## src/rtl/seg7_scan_if.sv

```systemverilog
// seg7_scan_if: display data, control and drive signals of the 7-segment scanner
interface seg7_scan_if #(
    parameter int NUM_DIGITS = 4
) ();
    logic                      load;
    logic [4*NUM_DIGITS-1:0]   hex_in;
    logic [NUM_DIGITS-1:0]     dp_in;
    logic                      lz_en;
    logic                      blank;
    logic [3:0]                bright;
    logic [7:0]                seg;
    logic [NUM_DIGITS-1:0]     an;
    logic                      frame_done;

    modport master (
        output load, hex_in, dp_in, lz_en, blank, bright,
        input  seg, an, frame_done
    );

    modport slave (
        input  load, hex_in, dp_in, lz_en, blank, bright,
        output seg, an, frame_done
    );
endinterface

```

## src/rtl/seg7_scan.sv

```systemverilog
// seg7_scan: multiplexed 7-segment scanner with frame-synchronous data update, blanking, PWM dimming and leading-zero suppression
module seg7_scan #(
    parameter int NUM_DIGITS = 4,
    parameter int CLK_DIV    = 50000,
    parameter int BLANK_CYC  = 16
) (
    input logic        clk,
    input logic        rst_n,
    seg7_scan_if.slave bus
);
    localparam int CW = $clog2(CLK_DIV);
    localparam int IW = NUM_DIGITS > 1 ? $clog2(NUM_DIGITS) : 1;
    localparam int HW = 4 * NUM_DIGITS;
    localparam logic [CW-1:0] SLOT_LAST  = CW'(CLK_DIV - 1);
    localparam logic [CW-1:0] SLOT_BLANK = CW'(BLANK_CYC);
    localparam logic [IW-1:0] IDX_LAST   = IW'(NUM_DIGITS - 1);

    logic [CW-1:0]         slot_cnt;
    logic [IW-1:0]         dig_idx;
    logic [3:0]            pwm_cnt;
    logic                  pending;
    logic [HW-1:0]         shadow_hex;
    logic [HW-1:0]         active_hex;
    logic [NUM_DIGITS-1:0] shadow_dp;
    logic [NUM_DIGITS-1:0] active_dp;
    logic                  slot_end;
    logic                  frame_end;
    logic [3:0]            cur_hex;
    logic                  cur_dp;
    logic                  cur_sup;
    logic                  zero_run;
    logic                  lit;
    logic [7:0]            seg_next;
    logic [NUM_DIGITS-1:0] an_next;

    function automatic logic [6:0] hex7(input logic [3:0] h);
        case (h)
            4'h0: return 7'h40;
            4'h1: return 7'h79;
            4'h2: return 7'h24;
            4'h3: return 7'h30;
            4'h4: return 7'h19;
            4'h5: return 7'h12;
            4'h6: return 7'h02;
            4'h7: return 7'h78;
            4'h8: return 7'h00;
            4'h9: return 7'h10;
            4'hA: return 7'h08;
            4'hB: return 7'h03;
            4'hC: return 7'h46;
            4'hD: return 7'h21;
            4'hE: return 7'h06;
            default: return 7'h0E;
        endcase
    endfunction

    assign slot_end  = slot_cnt == SLOT_LAST;
    assign frame_end = slot_end && dig_idx == IDX_LAST;

    // slot, digit and PWM counters; the last slot of the last digit closes the frame
    always_ff @(posedge clk) begin
        if (!rst_n) begin
            slot_cnt <= '0;
            dig_idx  <= '0;
            pwm_cnt  <= '0;
        end else begin
            slot_cnt <= slot_end ? '0 : slot_cnt + CW'(1);
            dig_idx  <= frame_end ? '0 : slot_end ? dig_idx + IW'(1) : dig_idx;
            pwm_cnt  <= pwm_cnt + 4'd1;
        end
    end

    // loads park in the shadow register and reach the display only at a frame boundary
    always_ff @(posedge clk) begin
        if (!rst_n) begin
            pending    <= 1'b0;
            shadow_hex <= '0;
            shadow_dp  <= '0;
            active_hex <= '0;
            active_dp  <= '0;
        end else if (frame_end) begin
            pending <= 1'b0;
            if (bus.load) begin
                active_hex <= bus.hex_in;
                active_dp  <= bus.dp_in;
            end else if (pending) begin
                active_hex <= shadow_hex;
                active_dp  <= shadow_dp;
            end
        end else if (bus.load) begin
            pending    <= 1'b1;
            shadow_hex <= bus.hex_in;
            shadow_dp  <= bus.dp_in;
        end
    end

    // select the current digit, apply suppression of leading zeros, and gate the anode
    always_comb begin
        cur_hex  = '0;
        cur_dp   = 1'b0;
        cur_sup  = 1'b0;
        zero_run = 1'b1;
        for (int k = NUM_DIGITS - 1; k >= 0; k--) begin
            zero_run = zero_run && active_hex[4*k +: 4] == 4'h0;
            if (dig_idx == IW'(k)) begin
                cur_hex = active_hex[4*k +: 4];
                cur_dp  = active_dp[k];
                cur_sup = bus.lz_en && zero_run && k != 0;
            end
        end
        lit = slot_cnt >= SLOT_BLANK && !bus.blank && pwm_cnt <= bus.bright;
        an_next = '1;
        for (int k = 0; k < NUM_DIGITS; k++)
            an_next[k] = !(lit && dig_idx == IW'(k));
        seg_next = lit ? {~cur_dp, cur_sup ? 7'h7F : hex7(cur_hex)} : 8'hFF;
    end

    // registered drive outputs, one cycle behind the counters
    always_ff @(posedge clk) begin
        if (!rst_n) begin
            bus.seg        <= 8'hFF;
            bus.an         <= '1;
            bus.frame_done <= 1'b0;
        end else begin
            bus.seg        <= seg_next;
            bus.an         <= an_next;
            bus.frame_done <= frame_end;
        end
    end
endmodule
```

## src/flat_wrapper.sv

```systemverilog
// flat-port wrapper written by rule: the top's interface ports become plain ports
module seg7_scan_flat 
#(
    parameter int NUM_DIGITS = 4,
    parameter int CLK_DIV    = 50000,
    parameter int BLANK_CYC  = 16
)
  (clk, rst_n, bus_load, bus_hex_in, bus_dp_in, bus_lz_en, bus_blank, bus_bright, bus_seg, bus_an, bus_frame_done);
  seg7_scan_if #(.NUM_DIGITS(NUM_DIGITS)) bus_i ();
  input logic clk;
  input logic rst_n;
  input wire logic [$bits(bus_i.load)-1:0] bus_load;
  input wire logic [$bits(bus_i.hex_in)-1:0] bus_hex_in;
  input wire logic [$bits(bus_i.dp_in)-1:0] bus_dp_in;
  input wire logic [$bits(bus_i.lz_en)-1:0] bus_lz_en;
  input wire logic [$bits(bus_i.blank)-1:0] bus_blank;
  input wire logic [$bits(bus_i.bright)-1:0] bus_bright;
  output wire logic [$bits(bus_i.seg)-1:0] bus_seg;
  output wire logic [$bits(bus_i.an)-1:0] bus_an;
  output wire logic [$bits(bus_i.frame_done)-1:0] bus_frame_done;
  assign bus_i.load = bus_load;
  assign bus_i.hex_in = bus_hex_in;
  assign bus_i.dp_in = bus_dp_in;
  assign bus_i.lz_en = bus_lz_en;
  assign bus_i.blank = bus_blank;
  assign bus_i.bright = bus_bright;
  assign bus_seg = bus_i.seg;
  assign bus_an = bus_i.an;
  assign bus_frame_done = bus_i.frame_done;
  seg7_scan #(.NUM_DIGITS(NUM_DIGITS), .CLK_DIV(CLK_DIV), .BLANK_CYC(BLANK_CYC)) u_core (.clk(clk), .rst_n(rst_n), .bus(bus_i));
endmodule
```

## config.mk

```make
export PLATFORM = sky130hd
export DESIGN_NAME = seg7_scan_flat
export DESIGN_NICKNAME = d
export VERILOG_FILES = /design/src/rtl/seg7_scan_if.sv /design/src/rtl/seg7_scan.sv /design/src/flat_wrapper.sv
export SDC_FILE = /design/constraint.sdc
export NUM_CORES = 1
export LEC_CHECK = 0
export ABC_AREA = 1
export BUFFER_PORTS_ARGS = -buffer_cell sky130_fd_sc_hd__buf_2
export CAP_MARGIN = 20
export CORE_ASPECT_RATIO = 1.1
export CORE_MARGIN = 2
export CORE_UTILIZATION = 40
export CTS_CLUSTER_DIAMETER = 200
export DETAILED_ROUTE_END_ITERATION = 6
export HOLD_SLACK_MARGIN = 0.05
export PLACE_DENSITY = 0.67
export SYNTH_ARGS = -nofsm -noshare
export SYNTH_HDL_FRONTEND = slang
export SYNTH_SLANG_ARGS = --single-unit
```

## constraint.sdc

```tcl
create_clock -name clk -period 2.3 [get_ports clk]
set_input_delay 0.23 -clock clk [delete_from_list [all_inputs] [get_ports clk]]
set_output_delay 0.23 -clock clk [all_outputs]
set_load 0.005 [all_outputs]
```

==> flow_summary.toml <==
[critical_path]
path_max_fanout = 10
cp-start-kind = "register"
crit_arrival_ns = 2.25
endpoint_kind = "register"
path_class = "reg2reg"
cp.required_ns = 2.50
rr_startpoint = "u_core.dig_idx[1]"
worstRegToRegCells = 12
r2r_end = "u_core.bus.seg[0]"
r2r_slack_ns = 0.26

[status]
status = "complete, no violations"

[yosys]
ys_seq_area_share_pct = 36.4
yosysUniqueCellTypes = 30
ys_ff_latch = 76
yosys.area.top_type = "dfxtp_1"
yosysTopAreaCellShare_pct = 36.4
synth_edf_count = 0
ys_top_cells_by_count = "nand2_1, inv_1, dfxtp_1"
synth_nets = 652
synth_cells = 606
syn_avg_cell_area_um2 = 6.89
synth.area.top_cells = "dfxtp_1, nand2_1, inv_1"
netlist_area_um2 = 4180
async_flop_share_pct = 0
synthFlopType = "dfxtp_1"
synth_most_common_cell = "nand2_1"
ys_warn_count = 0

[floorplanning]
core-area_um2 = 10300
dieArea_um2 = 11300
start_util_pct = 40.6
pin_count = 42
die_h_um = 111
row_count = 39
fp.dieW_um = 101

[run]
max_cap_viol_count = 0

[clock_tree]
htree_num_levels = 3
clk_latency_ns = 0.33
cts-root-buf = "clkbuf_16"
clk_pin_slew_ns = 0.06
cts_tree = "built"
clock_sinks = 76
clockBufferDepth = 2
numCtsBuffers = 9

[global_routing]
grt_overflow = 0
grt.total_usage_pct = 15.8
antenna_found_initial = 0
grt_first_pass_wirelength_um = 14800
grt_max_degree = 45
grt_pass1_vias = 3412

[hold_path]
hp-start = "bus_hex_in[11]"
hold_path.class = "in2reg"
hold_end = "u_core.shadow_hex[11]"
hold_depth = 5

[timing]
tightestPinTransition_ns = 0.427
slew_viol_final = 0
layout_min_cycle_time_ns = 2.04
rsz0062_at_grt = "no"
whs_ns = 0.234
relSlewSlack_pct = 71.4
setup_violations = 0
tns_ns = 0
max_clock_freq_ghz = 0.489
skew_ns = 0.00498
timing.final.crit_share_pct = 88.9
hold_viol = 0

[placement]
dpl.hpwl_um = 6050
gp_congestion = 0.920
place.port_buffers = 41

[power]
powerDensity_nw_per_um2 = 630
p_int_mw = 2.33
p_comb_share_pct = 6.5
power_frac_seq_pct = 45.9
leakage_nw = 2.30
p_sw_share_pct = 22.1
pwr-share-clk_pct = 47.6
vdd_drop_max_uv = 365
p_sw_mw = 0.661

[final_layout]
nets = 681
n_antenna_cell = 0
drive_gt1_share_pct = 13.9
nFillCells = 1076
area_growth_pct = 13.6

[detailed_routing]
drt_first_pass_iters = 5
dr.first_iter.drc_count = 147
dr_total_vias = 3644
ant_nets = 0
wirelength_um = 8400
wl_per_cell_um = 10.7
via_per_inst = 4.65
drc = 0
## cell type report
type	count	area [um^2]	share of cell area, %
inverter	103	387	8.15
clock buffer	12	256	5.41
clock inverter	4	47.5	1.00
multi-input combinational	400	2110	44.4
timing repair buffer	45	248	5.22
tap	143	179	3.77
sequential	76	1520	32.1
## registers in the layout (all words and copies together), names as in the netlist
name / flops
u_core.shadow_hex: 16
u_core.slot_cnt: 16
u_core.pwm_cnt: 4
u_core.bus.frame_done: 1
u_core.active_hex: 16
u_core.dig_idx: 2
u_core.active_dp: 4
u_core.shadow_dp: 4
u_core.bus.seg: 8
u_core.pending: 1
u_core.bus.an: 4
## routing by layer
metal | vias to the layer above | track usage [%] | routed length, um
met1 | 1615 | 21.7 | 4220
met5 | - | 0 | 0
li1 | 1951 | - | -
met2 | 65 | 24.5 | 3740
met4 | 0 | 6.22 | 148
met3 | 13 | 2.71 | 284
## critical path: stages (launching register included)
cell and delay [ns]:
dfxtp_1 0.34, inv_1 0.09, ha_2 0.31, inv_1 0.13, nand3_1 0.09, nand3_1 0.08, nand2_1 0.18, inv_1 0.12
ha_1 0.25, nand3_1 0.14, nand3_1 0.09, nand2_1 0.07, nand2_1 0.04
## placed cells by master (no fill, tap or decap), types with 2 or more instances in the layout
cell type and instances:
mux2i_1 18, inv_1 99, o21ai_0 7, a21oi_1 35, nor3_1 8, xor2_1 4
clkinv_2 2, nor3b_1 2, clkbuf_8 2, nor2_4 2, nand2_2 15, ha_1 14
dfxtp_1 76, ha_2 3, inv_2 4, nand3_1 65, nand4_1 19, buf_2 41
clkbuf_16 9, nand2_1 126, nor2_1 73, buf_4 3
## timing repair
item / 4_1_cts / 5_1_grt
buffers inserted: 0 / 0
setup endpoints to repair: 0 / 4
hold buffers: 0 / 0
gates resized for setup: 0 / 3
## kinds of logic after synthesis
logic type | after synthesis | share of synthesized area [%]
muxes | 18 | 4.32
AOI/OAI and AO/OA | 44 | 5.42
xor gates and xnor gates | 5 | 1.05
DFF | 76 | 36.4
and+or+nand+nor | 316 | 34.4
buffers and inverters | 130 | 13.3
adders and majority gates | 17 | 5.09
## power by group through the flow
| stage | clock network, mW | logic [mW] | registers (mW) |
|---|---|---|---|
| after global placement | 0 | 0.191 | 1.40 |
| final | 1.42 | 0.195 | 1.37 |
| after CTS | 1.46 | 0.198 | 1.37 |
| after floorplan | 0 | 0.143 | 1.40 |
| after global routing | 1.51 | 0.228 | 1.38 |
| after detailed placement | 0 | 0.197 | 1.40 |
## stage by stage
step	total power, mW	setup WS (ns)	util, %	cells	area, um^2
floorplan	1.54	0.454	-	606	4180
global placement	1.59	0.301	43.1	767	4430
detailed placement	1.60	0.176	43.1	767	4430
CTS	3.03	0.163	46.0	783	4740
global route	3.11	0.0544	46.1	783	4740
finish	2.99	0.255	46.1	783	4740
## how the worst max path moves through the flow
stage | start | endpoint | slack, ns | cells after the start
after floorplan | u_core.dig_idx[0] | u_core.bus.seg[3] | 0.45 | 12
after global placement | u_core.dig_idx[1] | u_core.bus.seg[5] | 0.30 | 12
after detailed placement | u_core.dig_idx[1] | u_core.bus.seg[0] | 0.18 | 12
after CTS | u_core.dig_idx[1] | u_core.bus.seg[0] | 0.16 | 12
after global routing | u_core.dig_idx[1] | u_core.bus.seg[3] | 0.05 | 12
final | u_core.dig_idx[1] | u_core.bus.seg[0] | 0.26 | 12
(Power assumes the default switching activity.)
